--- config.mk ---
export PLATFORM = sky130hd
export DESIGN_NAME = fetch_unit
export DESIGN_NICKNAME = d
export VERILOG_FILES = /design/src/rtl/fetch_unit.sv
export SDC_FILE = /design/constraint.sdc
export NUM_CORES = 1
export LEC_CHECK = 0
export ABC_AREA = 0
export CAP_MARGIN = 15
export CORE_MARGIN = 5
export CORE_UTILIZATION = 30
export DETAILED_ROUTE_END_ITERATION = 16
export GPL_TIMING_DRIVEN = 0
export PLACE_DENSITY_LB_ADDON = 0.05
export SLEW_MARGIN = 20
export SYNTH_ARGS = -nofsm -noshare
export SYNTH_HDL_FRONTEND = slang
export SYNTH_SLANG_ARGS = --single-unit
--- constraint.sdc ---
create_clock -name clk_i -period 4.3 [get_ports clk_i]
set_input_delay 0.43 -clock clk_i [delete_from_list [all_inputs] [get_ports clk_i]]
set_output_delay 0.43 -clock clk_i [all_outputs]
set_load 0.03 [all_outputs]
--- src/rtl/fetch_unit.sv ---
// fetch_unit: PC owner and in-order instruction queue feeding decode, with redirect/flush and misaligned-target fault marker
module fetch_unit #(
  parameter int XLen = 32,
  parameter logic [XLen-1:0] ResetVector = '0,
  parameter int QueueDepth = 4
) (
  input  logic            clk_i,
  input  logic            rst_ni,
  output logic [XLen-1:0] mem_addr_o,
  input  logic [31:0]     mem_rdata_i,
  input  logic            redirect_i,
  input  logic [XLen-1:0] redirect_pc_i,
  output logic            instr_valid_o,
  input  logic            instr_ready_i,
  output logic [31:0]     instr_o,
  output logic [XLen-1:0] instr_pc_o,
  output logic            instr_fault_o
);
  localparam int AW = $clog2(QueueDepth);
  localparam int CW = AW + 1;
  logic [XLen-1:0] pc_q, pc_d;
  logic            halted_q, halted_d;
  logic [AW-1:0]   rd_q, rd_d, wr_q, wr_d;
  logic [CW-1:0]   cnt_q, cnt_d;
  logic [31:0]     ins_q [QueueDepth];
  logic [XLen-1:0] pcs_q [QueueDepth];
  logic            flt_q [QueueDepth];
  logic            pop, push, misal, we, w_flt;
  logic [XLen-1:0] w_pc;
  logic [31:0]     w_ins;
  assign mem_addr_o    = pc_q;
  assign instr_valid_o = cnt_q != '0;
  assign instr_o       = ins_q[rd_q];
  assign instr_pc_o    = pcs_q[rd_q];
  assign instr_fault_o = flt_q[rd_q];
  // next state: redirect flushes and may enqueue a fault marker; otherwise fetch while there is room
  always_comb begin
    pop      = instr_valid_o & instr_ready_i;
    misal    = |redirect_pc_i[1:0];
    push     = ~redirect_i & ~halted_q & ((cnt_q < CW'(QueueDepth)) | pop);
    we       = redirect_i ? misal : push;
    w_pc     = redirect_i ? redirect_pc_i : pc_q;
    w_ins    = redirect_i ? 32'h0 : mem_rdata_i;
    w_flt    = redirect_i;
    wr_d     = wr_q + AW'(we);
    rd_d     = redirect_i ? wr_q : rd_q + AW'(pop);
    cnt_d    = redirect_i ? CW'(misal) : cnt_q + CW'(push) - CW'(pop);
    pc_d     = redirect_i ? redirect_pc_i : (push ? pc_q + XLen'(4) : pc_q);
    halted_d = redirect_i ? misal : halted_q;
  end
  // state and queue storage; reset clears everything including storage
  always_ff @(posedge clk_i) begin
    if (!rst_ni) begin
      pc_q     <= ResetVector;
      halted_q <= 1'b0;
      rd_q     <= '0;
      wr_q     <= '0;
      cnt_q    <= '0;
      for (int i = 0; i < QueueDepth; i++) begin
        ins_q[i] <= '0;
        pcs_q[i] <= '0;
        flt_q[i] <= 1'b0;
      end
    end else begin
      pc_q     <= pc_d;
      halted_q <= halted_d;
      rd_q     <= rd_d;
      wr_q     <= wr_d;
      cnt_q    <= cnt_d;
      if (we) begin
        ins_q[wr_q] <= w_ins;
        pcs_q[wr_q] <= w_pc;
        flt_q[wr_q] <= w_flt;
      end
    end
  end
endmodule

==> results of run 1 <==
[worst max-delay path, delay by kind of cell (launching register included)]
family,cells,cell delay [ps]
mux,1,390
flops,1,360
buf+inv,3,2060
[logic make-up (layout without fill, tap and decap cells)]
family                   after synthesis  after routing
AO/OA/AOI/OAI                         70             70
flip-flops                           300            300
AND/OR/NAND/NOR                      432            432
buffers and inverters                119            353
multiplexers                         102            102
XOR/XNOR                               7              7
adder cells (fa/ha/maj)                4              4
[worst max path at each step]
stage	from	to	slack, ps	depth (start not counted)
after detailed placement	rst_ni	ins_q[1][27]	10	6
after CTS	rd_q[0]	instr_pc_o[27]	300	5
after global routing	rd_q[1]	instr_pc_o[10]	310	4
after floorplan	redirect_i	ins_q[2][0]	700	7
after global placement	redirect_i	ins_q[2][21]	-2480	7
final	rd_q[1]	instr_pc_o[10]	510	4
[final cells by class]
type	instances	area [um2]
sequential	300	8580
multi-input combinational	615	4490
clock inverter	10	129
inverter	40	150
clock buffer	54	1060
buffer	79	310
tap	592	741
timing repair buffer	170	1780
fill	4367	27100
[report_power, final]
part	internal, mW	leakage (nW)	switching [mW]	total [mW]
combinational	0.616	2.56	0.969	1.58
sequential	3.44	3.04	0.113	3.55
clock	1.88	0.578	1.21	3.09
total	5.93	6.18	2.29	8.23
[cell usage after synthesis (all sizes together) (3+ instances only)]
library cell,n
o2111a,3
dfxtp,43
xnor2,5
o21ai,7
nand2,64
nor2,244
o211ai,7
inv,40
a211oi,5
ha,3
and4,5
or3,5
nand2b,3
buf,21
nand3,17
clkbuf,58
a211o,5
o31ai,4
edfxtp,257
nor3,5
nor2b,5
nand3b,3
nor4,7
a21oi,10
o211a,3
and2,3
or4,9
a31oi,11
mux2i,36
mux4,65
and3,3
nand4,49
a311o,4
[flip-flops by register name (all words and copies together), names as in the netlist]
name / cells
ins_q: 128
pcs_q: 128
mem_addr_o: 32
flt_q: 4
cnt_q: 3
rd_q: 2
wr_q: 2
halted_q: 1
[per-stage QoR]
stage	setup WS (ps)	instances	util
2_1_floorplan	701	1034	-
3_3_place_gp	-2480	1790	0.358
4_1_cts	299	1860	0.389
6_report	508	1860	0.389
3_5_place_dp	10.6	1796	0.362
5_1_grt	307	1860	0.389
[routing by layer]
metal | vias to the layer above | part of all wire | global-route usage
met2 | 233 | 0.50 | 0.306
met1 | 4743 | 0.44 | 0.237
met4 | 0 | 0.017 | 0.0424
met3 | 47 | 0.044 | 0.0306
met5 | - | 0 | 0
li1 | 4276 | - | -
[cell usage in the layout, fill, tap and decap left out, types with 7 or more instances in the layout]
cell and instances:
a21oi_1 10, a31oi_1 11, buf_1 11, buf_2 9
clkbuf_1 67, clkbuf_16 37, clkbuf_8 7, clkdlybuf4s50_1 164
dfxtp_1 43, edfxtp_1 257, inv_1 40, mux2i_1 36
mux4_2 65, nand2_1 61, nand3_1 17, nand4_1 48
nor2_1 244, o211ai_1 7, o21ai_0 7, or4_1 7
==> metrics, run 1 <==
vias in the first global route 9,836; TritonCTS Buffers 36; share of post-route cells with drive strength above 1 0.118; Max-Cap Viols 0; post-route minimum period 3790 ps; Setup-failing EPs final 0; HPWL after detailed placement 30,000 um; routed wire length 44,800 um; die area 49,300 um2; setup total negative slack 0 ps; nature of the critical path endpoint primary output; Slew @ Worst Pin 996 ps; DR iter-0 viols 638; post-synthesis compound-gate area fraction 0.0382; outcome finished, final reports clean; Synth area leaders edfxtp_1 (57%), mux4_2 (11%), nor2_1 (6.8%); CTS tree built; RePlAce Congestion 0.835; Peak VDD IR 0.309 mV; Arr. time, crit path 3360 ps; post-synthesis mux area share 0.136; Hold EP flt_q[1]; # hold bufs at CTS 0; crit path max fanout 10; Synth Net Count 1,106; total global routing overflow 0; syn avg cell area 13.0 um2; clk_lat worst skew 530 ps; Crit path largest cell delay 740 ps; antenna fix cells 0; power per cell area 477 nW/um2; largest family of logic cells by synthesized area simple AND/OR/NAND/NOR gates; Netlist cell types 57; Critical R2R Launch cnt_q[2]; r2r setup slk 730 ps; clk slew on worst S/H paths 60 ps; Startpoint Class flop; DR pass1 iterations 5; Crit Path Category flop to primary output; Final Cycle Share 0.882; Slowest-stage cell, CP buf_1; CTS Root Cell clkbuf_16; reg2reg path depth 8; Die Wd 222 um; post-CTS setup buffers 0; cell leakage power 6.18 nW; Core Area 44,300 um2; Tot Pwr 8.23 mW; Yosys top cell area share 0.572; Min-Delay Path Class flop to flop; CTS Sinks 300; Port Buffers 164; GRT Total Usage 0.178; boundary pin count 166; CTS H-tree depth 2; reg2reg end ins_q[2][14]; Antenna Violating Nets Remaining 0; Worst Hold Launch flt_q[1]; Post-DP Area 16,000 um2; worst path required time 3870 ps; Yosys warnings 0; Area growth syn-to-layout 27.8%; max-slew violation count 0; Clock Tree Buf Depth 3; register area share after synthesis 0.636; Starting Density 0.304; ys flop type edfxtp_1; hold path cells 2; largest net degree at the start of global routing 36; synthesized area 13,500 um2; DIE HEIGHT 222 um; Post-Synthesis Cells 1,034; row count 77; number of synthesized flops with an enable pin 257; max_slew headroom 0.330; Routed WL per cell 24.1 um; vias per inst 5.00; total number of vias 9,299; Resize count post-CTS 0; Async S/R FF share, synth 0; Nets 1,314; post-route clock skew 10.3 ps; adder-cell area share of the yosys netlist 0.00427; Simple-Gate Fraction of Synth Area 0.147; Fin Hold WS 470 ps; Final Cell Area 17,200 um2; endpoints failing hold 0; dominant cell type by area after synthesis edfxtp_1; first-pass GRT wire length 66,300 um; Cell Chain, Critical Path clkbuf_1 > buf_1 > mux4_2 > clkdlybuf4s50_1; initial antenna violation count 1; xor/xnor share of the synthesized area 0.00455; DRC errors left 0; Seq cells post-synth 300; fmax 264 MHz; RSZ-0062 raised after global routing false
Power figures use the tool's default switching activity.
==> inputs of run 2 (changes only) <==
Settings changed: CORE_UTILIZATION 30 to 26.
==> run 2 against run 1 <==
Utilization is 5.3 points lower. Highest routed layer unchanged. Hold slack better by 8.9 ps. Critical endpoint is now ins_q[1][27]. Critical path type is now input port to flop. Count of clock-buffer cells in the layout is 4 lower. Die area is 15% higher. Clock power is 6% lower.
==> metrics, run 2 (synthesis gave the netlist of run 1 again) <==
Levels on crit path 6 (was 4); Peak VDD IR 0.227 mV (was 0.309 mV); Nets 1,315 (was 1,314); fmax 260 MHz (was 264 MHz); DRC errors left 0 (unchanged); Cell Chain, Critical Path clkdlybuf4s50_1 > clkbuf_1 > buf_1 > clkbuf_1 > nand2_4 > buf_16 (was clkbuf_1 > buf_1 > mux4_2 > clkdlybuf4s50_1); clk_lat worst skew 550 ps (was 530 ps); nature of the critical path endpoint flop (was primary output); vias per inst 4.79 (was 5.00); reg2reg path depth 7 (was 8); die area 56,500 um2 (was 49,300 um2); Startpoint Class input port (was flop); row count 83 (was 77); CTS Root Cell clkbuf_16 (unchanged); Starting Density 0.263 (was 0.304); Core Area 51,300 um2 (was 44,300 um2); Setup-failing EPs final 0 (unchanged); worst path required time 4560 ps (was 3870 ps); endpoints failing hold 0 (unchanged); Resize count post-CTS 0 (unchanged); Crit path largest cell delay 720 ps (was 740 ps); max-slew violation count 0 (unchanged); post-route clock skew 23.3 ps (was 10.3 ps); Critical R2R Launch cnt_q[2] (unchanged); Routed WL per cell 24.3 um (was 24.1 um); HPWL after detailed placement 31,400 um (was 30,000 um); most frequent cells in the layout edfxtp_1 (257), nor2_1 (244), clkdlybuf4s50_1 (164) (unchanged); pre-CTS setup slack -202 ps (was 10.6 ps); vias in the first global route 9,899 (was 9,836); Crit Path Category input port to flop (was flop to primary output); reg2reg end ins_q[2][26] (was ins_q[2][14]); Arr. time, crit path 4110 ps (was 3360 ps); post-route minimum period 3850 ps (was 3790 ps); max_slew headroom 0.229 (was 0.330); total number of vias 9,324 (was 9,299); RePlAce Congestion 0.774 (was 0.835); GRT Total Usage 0.166 (was 0.178); DR iter-0 viols 658 (was 638); crit path max fanout 36 (was 10); outcome finished, final reports clean (unchanged); Max-Cap Viols 0 (unchanged); DR pass1 iterations 5 (unchanged); Final Cycle Share 0.894 (was 0.882); Clock Tree Buf Depth 3 (unchanged); initial antenna violation count 0 (was 1); Crit path top cell by count clkbuf_1; CTS Sinks 300 (unchanged); Die Wd 238 um (was 222 um); antenna fix cells 0 (unchanged); cell leakage power 6.12 nW (was 6.18 nW); Hold EP flt_q[1] (unchanged); Slew @ Worst Pin 1150 ps (was 996 ps); TritonCTS Buffers 39 (was 36); Min-Delay Path Class flop to flop (unchanged); clk slew on worst S/H paths 50 ps (was 60 ps); hold path cells 2 (unchanged); Area growth syn-to-layout 27.7% (was 27.8%); Antenna Violating Nets Remaining 0 (unchanged); largest net degree at the start of global routing 41 (was 36); Buf/Inv on CP 5 (was 3); share of post-route cells with drive strength above 1 0.109 (was 0.118); Slowest-stage cell, CP clkdlybuf4s50_1 (was buf_1); RSZ-0062 raised after global routing false (unchanged); total global routing overflow 0 (unchanged); worst setup margin 455 ps (was 508 ps); CTS H-tree depth 2 (unchanged); Worst Hold Launch flt_q[1] (unchanged); Port Buffers 164 (unchanged); CTS tree built (unchanged); Fillers 5,186 (was 4,367); boundary pin count 166 (unchanged); r2r setup slk 740 ps (was 730 ps); Tot Pwr 8.04 mW (was 8.23 mW); routed wire length 47,400 um (was 44,800 um); most common cell after layout, fill and taps aside edfxtp_1 (unchanged); DIE HEIGHT 238 um (was 222 um); first-pass GRT wire length 69,400 um (was 66,300 um); # hold bufs at CTS 0 (unchanged); cell family with most CP delay buffers and inverters (unchanged); post-CTS setup buffers 0 (unchanged); power per cell area 467 nW/um2 (was 477 nW/um2)
## run 2: cell types whose count changed in the layout (fill, tap and decap cells not counted), sizes merged
cell / change
bufinv: -3
clkbuf: -4
clkinvlp: -2
inv: +1
buf: -2
clkinv: +9
## run 2: worst register-to-register path, stage by stage, from the launching register on
cell and delay, ps:
dfxtp_1 400, nor2b_1 230, o21ai_0 210, nand4_1 250, clkbuf_1 590, buf_1 700, nand2_4 490, buf_16 380
## run 2: stage by stage
stage / TNS (ps) / area, um2 / hold WS [ps] / instances / utilization
3_3_place_gp: -502160 / 16000 / 456 / 1878 / 0.311
4_1_cts: 0 / 17200 / 478 / 1947 / 0.335
2_1_floorplan: 0 / 13500 / 445 / 1034 / -
5_1_grt: 0 / 17200 / 488 / 1947 / 0.336
6_report: 0 / 17200 / 479 / 1947 / 0.336
3_5_place_dp: -20780 / 16100 / 469 / 1882 / 0.314
## run 2: cell type report
type,count,area [um2],share of cell area
clock inverters,15,62.6,0.00363
multi-input cells,615,4490,0.261
plain buffers,79,313,0.0182
clock buffers,50,1020,0.0591
flip-flops and latches,300,8580,0.498
inverters,40,150,0.00872
well taps,680,851,0.0494
repair buffers,168,1750,0.102
## run 2: report_power, final
part / total (mW) / switching (mW) / internal [mW]
Clock: 2.89 / 1.24 / 1.65
Combinational: 1.59 / 0.980 / 0.612
Sequential: 3.55 / 0.114 / 3.44
## run 2: worst max-delay path by stage
stage                     from             end  slack (ps)
CTS                    rd_q[0]  instr_pc_o[25]         230
floorplan           redirect_i     ins_q[2][0]         700
finish                  rst_ni    ins_q[1][27]         450
global placement        rst_ni    ins_q[2][30]       -2560
detailed placement      rst_ni    ins_q[0][20]        -200
global route            rst_ni     ins_q[1][3]         380
## run 2: metal layers
metal  GRT usage  part of all wire  vias up
met4      0.0460             0.023        0
met3      0.0292             0.045       72
met5           0                 0        -
li1            -                 -     4290
met1       0.222              0.45     4706
met2       0.279              0.49      256
==> inputs of run 3 (changes only) <==
Settings changed: CORE_ASPECT_RATIO set to 2.
==> run 3 against run 2 <==
First-iteration DRC count shrank 28%. Final cell count shrank 1.4%. Final area shrank 0.33%. Non-clock buffer count grew 1. Count of clock-buffer cells in the layout shrank 10. Utilization shrank 0.26 points. Hold slack lost 4.9 ps. Largest power group unchanged.
==> metrics, run 3 (synthesis gave the netlist of run 1 again) <==
fmax 250 MHz (was 260 MHz); pre-CTS setup slack -199 ps (was -202 ps); # hold bufs at CTS 0 (unchanged); Max-Cap Viols 0 (unchanged); Antenna Violating Nets Remaining 0 (unchanged); power per cell area 463 nW/um2 (was 467 nW/um2); clk slew on worst S/H paths 60 ps (was 50 ps); CTS tree built (unchanged); Routed WL per cell 25.3 um (was 24.3 um); RePlAce Congestion 0.774 (about the same); share of post-route cells with drive strength above 1 0.114 (was 0.109); Critical R2R Launch cnt_q[2] (unchanged); Resize count post-CTS 0 (unchanged); Clock Tree Buf Depth 3 (unchanged); Peak VDD IR 0.236 mV (was 0.227 mV); vias in the first global route 10,203 (was 9,899); cell leakage power 6.10 nW (was 6.12 nW); Die Wd 171 um (was 238 um); die area 56,800 um2 (was 56,500 um2); Min-Delay Path Class flop to flop (unchanged); RSZ-0062 raised after global routing false (unchanged); post-CTS setup buffers 0 (unchanged); initial antenna violation count 3 (was 0); Nets 1,308 (was 1,315); HPWL after detailed placement 33,900 um (was 31,400 um); TritonCTS Buffers 31 (was 39); endpoints failing hold 0 (unchanged); Core Area 51,500 um2 (was 51,300 um2); DR pass1 iterations 5 (unchanged); CTS Sinks 300 (unchanged); CTS H-tree depth 1 (was 2); total global routing overflow 0 (unchanged); outcome finished, final reports clean (unchanged); clk_lat worst skew 580 ps (was 550 ps); max_slew headroom 0.232 (was 0.229); Starting Density 0.262 (was 0.263); Startpoint Class flop (was input port); worst path required time 3870 ps (was 4560 ps); post-route minimum period 4000 ps (was 3850 ps); final core occ 0.333 (was 0.336); boundary pin count 166 (unchanged); CP Launch Point rd_q[0] (was rst_ni); DR iter-0 viols 473 (was 658); worst setup margin 301 ps (was 455 ps); row count 118 (was 83); CTS Root Cell clkbuf_16 (unchanged); nature of the critical path endpoint primary output (was flop); DIE HEIGHT 332 um (was 238 um); Worst Hold Launch flt_q[2] (was flt_q[1]); crit path max fanout 10 (was 36); GRT Total Usage 0.169 (was 0.166); largest net degree at the start of global routing 39 (was 41); Crit Path Category flop to primary output (was input port to flop); max-slew violation count 0 (unchanged); vias per inst 4.86 (was 4.79); first-pass GRT wire length 70,300 um (was 69,400 um); DRC errors left 0 (unchanged); Setup-failing EPs final 0 (unchanged); most frequent cells in the layout edfxtp_1 (257), nor2_1 (244), clkdlybuf4s50_1 (164) (unchanged); total number of vias 9,330 (was 9,324); Final Cycle Share 0.930 (was 0.894); post-route clock skew 16.8 ps (was 23.3 ps); Arr. time, crit path 3570 ps (was 4110 ps); Area growth syn-to-layout 27.2% (was 27.7%); routed wire length 48,500 um (was 47,400 um); Port Buffers 164 (unchanged); Slew @ Worst Pin 1140 ps (was 1150 ps); Fillers 5,164 (was 5,186); most common cell after layout, fill and taps aside edfxtp_1 (unchanged)
## run 3: routing by layer
| layer | part of all wire | vias up | GRT usage |
|---|---|---|---|
| met5 | 0.00043 | - | 0 |
| met4 | 0.024 | 4 | 0.0439 |
| met3 | 0.043 | 60 | 0.0244 |
| met2 | 0.55 | 255 | 0.324 |
| li1 | - | 4266 | - |
| met1 | 0.38 | 4745 | 0.192 |
## run 3: through the flow
stage | hold slack (ps) | power (mW) | instances | TNS [ps] | area [um2]
global route | 495 | 8.29 | 1919 | 0 | 17200
CTS | 469 | 8.09 | 1918 | 0 | 17100
global placement | 456 | 5.25 | 1858 | -522710 | 16000
finish | 474 | 7.94 | 1919 | 0 | 17200
floorplan | 445 | 4.49 | 1034 | 0 | 13500
detailed placement | 469 | 5.26 | 1863 | -17960 | 16100
## run 3: worst paths after layout
check	endpoint	slack [ps]	cells after the start
setup / recovery	instr_pc_o[27]	300	5
hold / removal	flt_q[2]	470	2
setup reg to reg	ins_q[2][26]	800	7
hold reg to reg	flt_q[2]	470	2
## run 3: cell type report
class / instances / area, um2 / area share
multi-input cells: 615 / 4490 / 0.262
well taps: 660 / 826 / 0.0481
plain buffers: 79 / 318 / 0.0185
flip-flops and latches: 300 / 8580 / 0.500
clock buffers: 40 / 840 / 0.0489
diodes: 1 / 2.50 / 0.000146
clock inverters: 15 / 180 / 0.0105
repair buffers: 169 / 1770 / 0.103
inverters: 40 / 150 / 0.00875
## run 3: power by group
group	internal [mW]	switching [mW]
Clock	1.61	1.19
Combinational	0.615	0.981
Sequential	3.44	0.112
## run 3: worst max-delay path: stages, from the launching register on
cell             delay (ps)
dfxtp_1                 320
clkbuf_1                220
buf_2                   420
clkdlybuf4s15_1         760
mux4_2                  640
clkdlybuf4s50_1         620
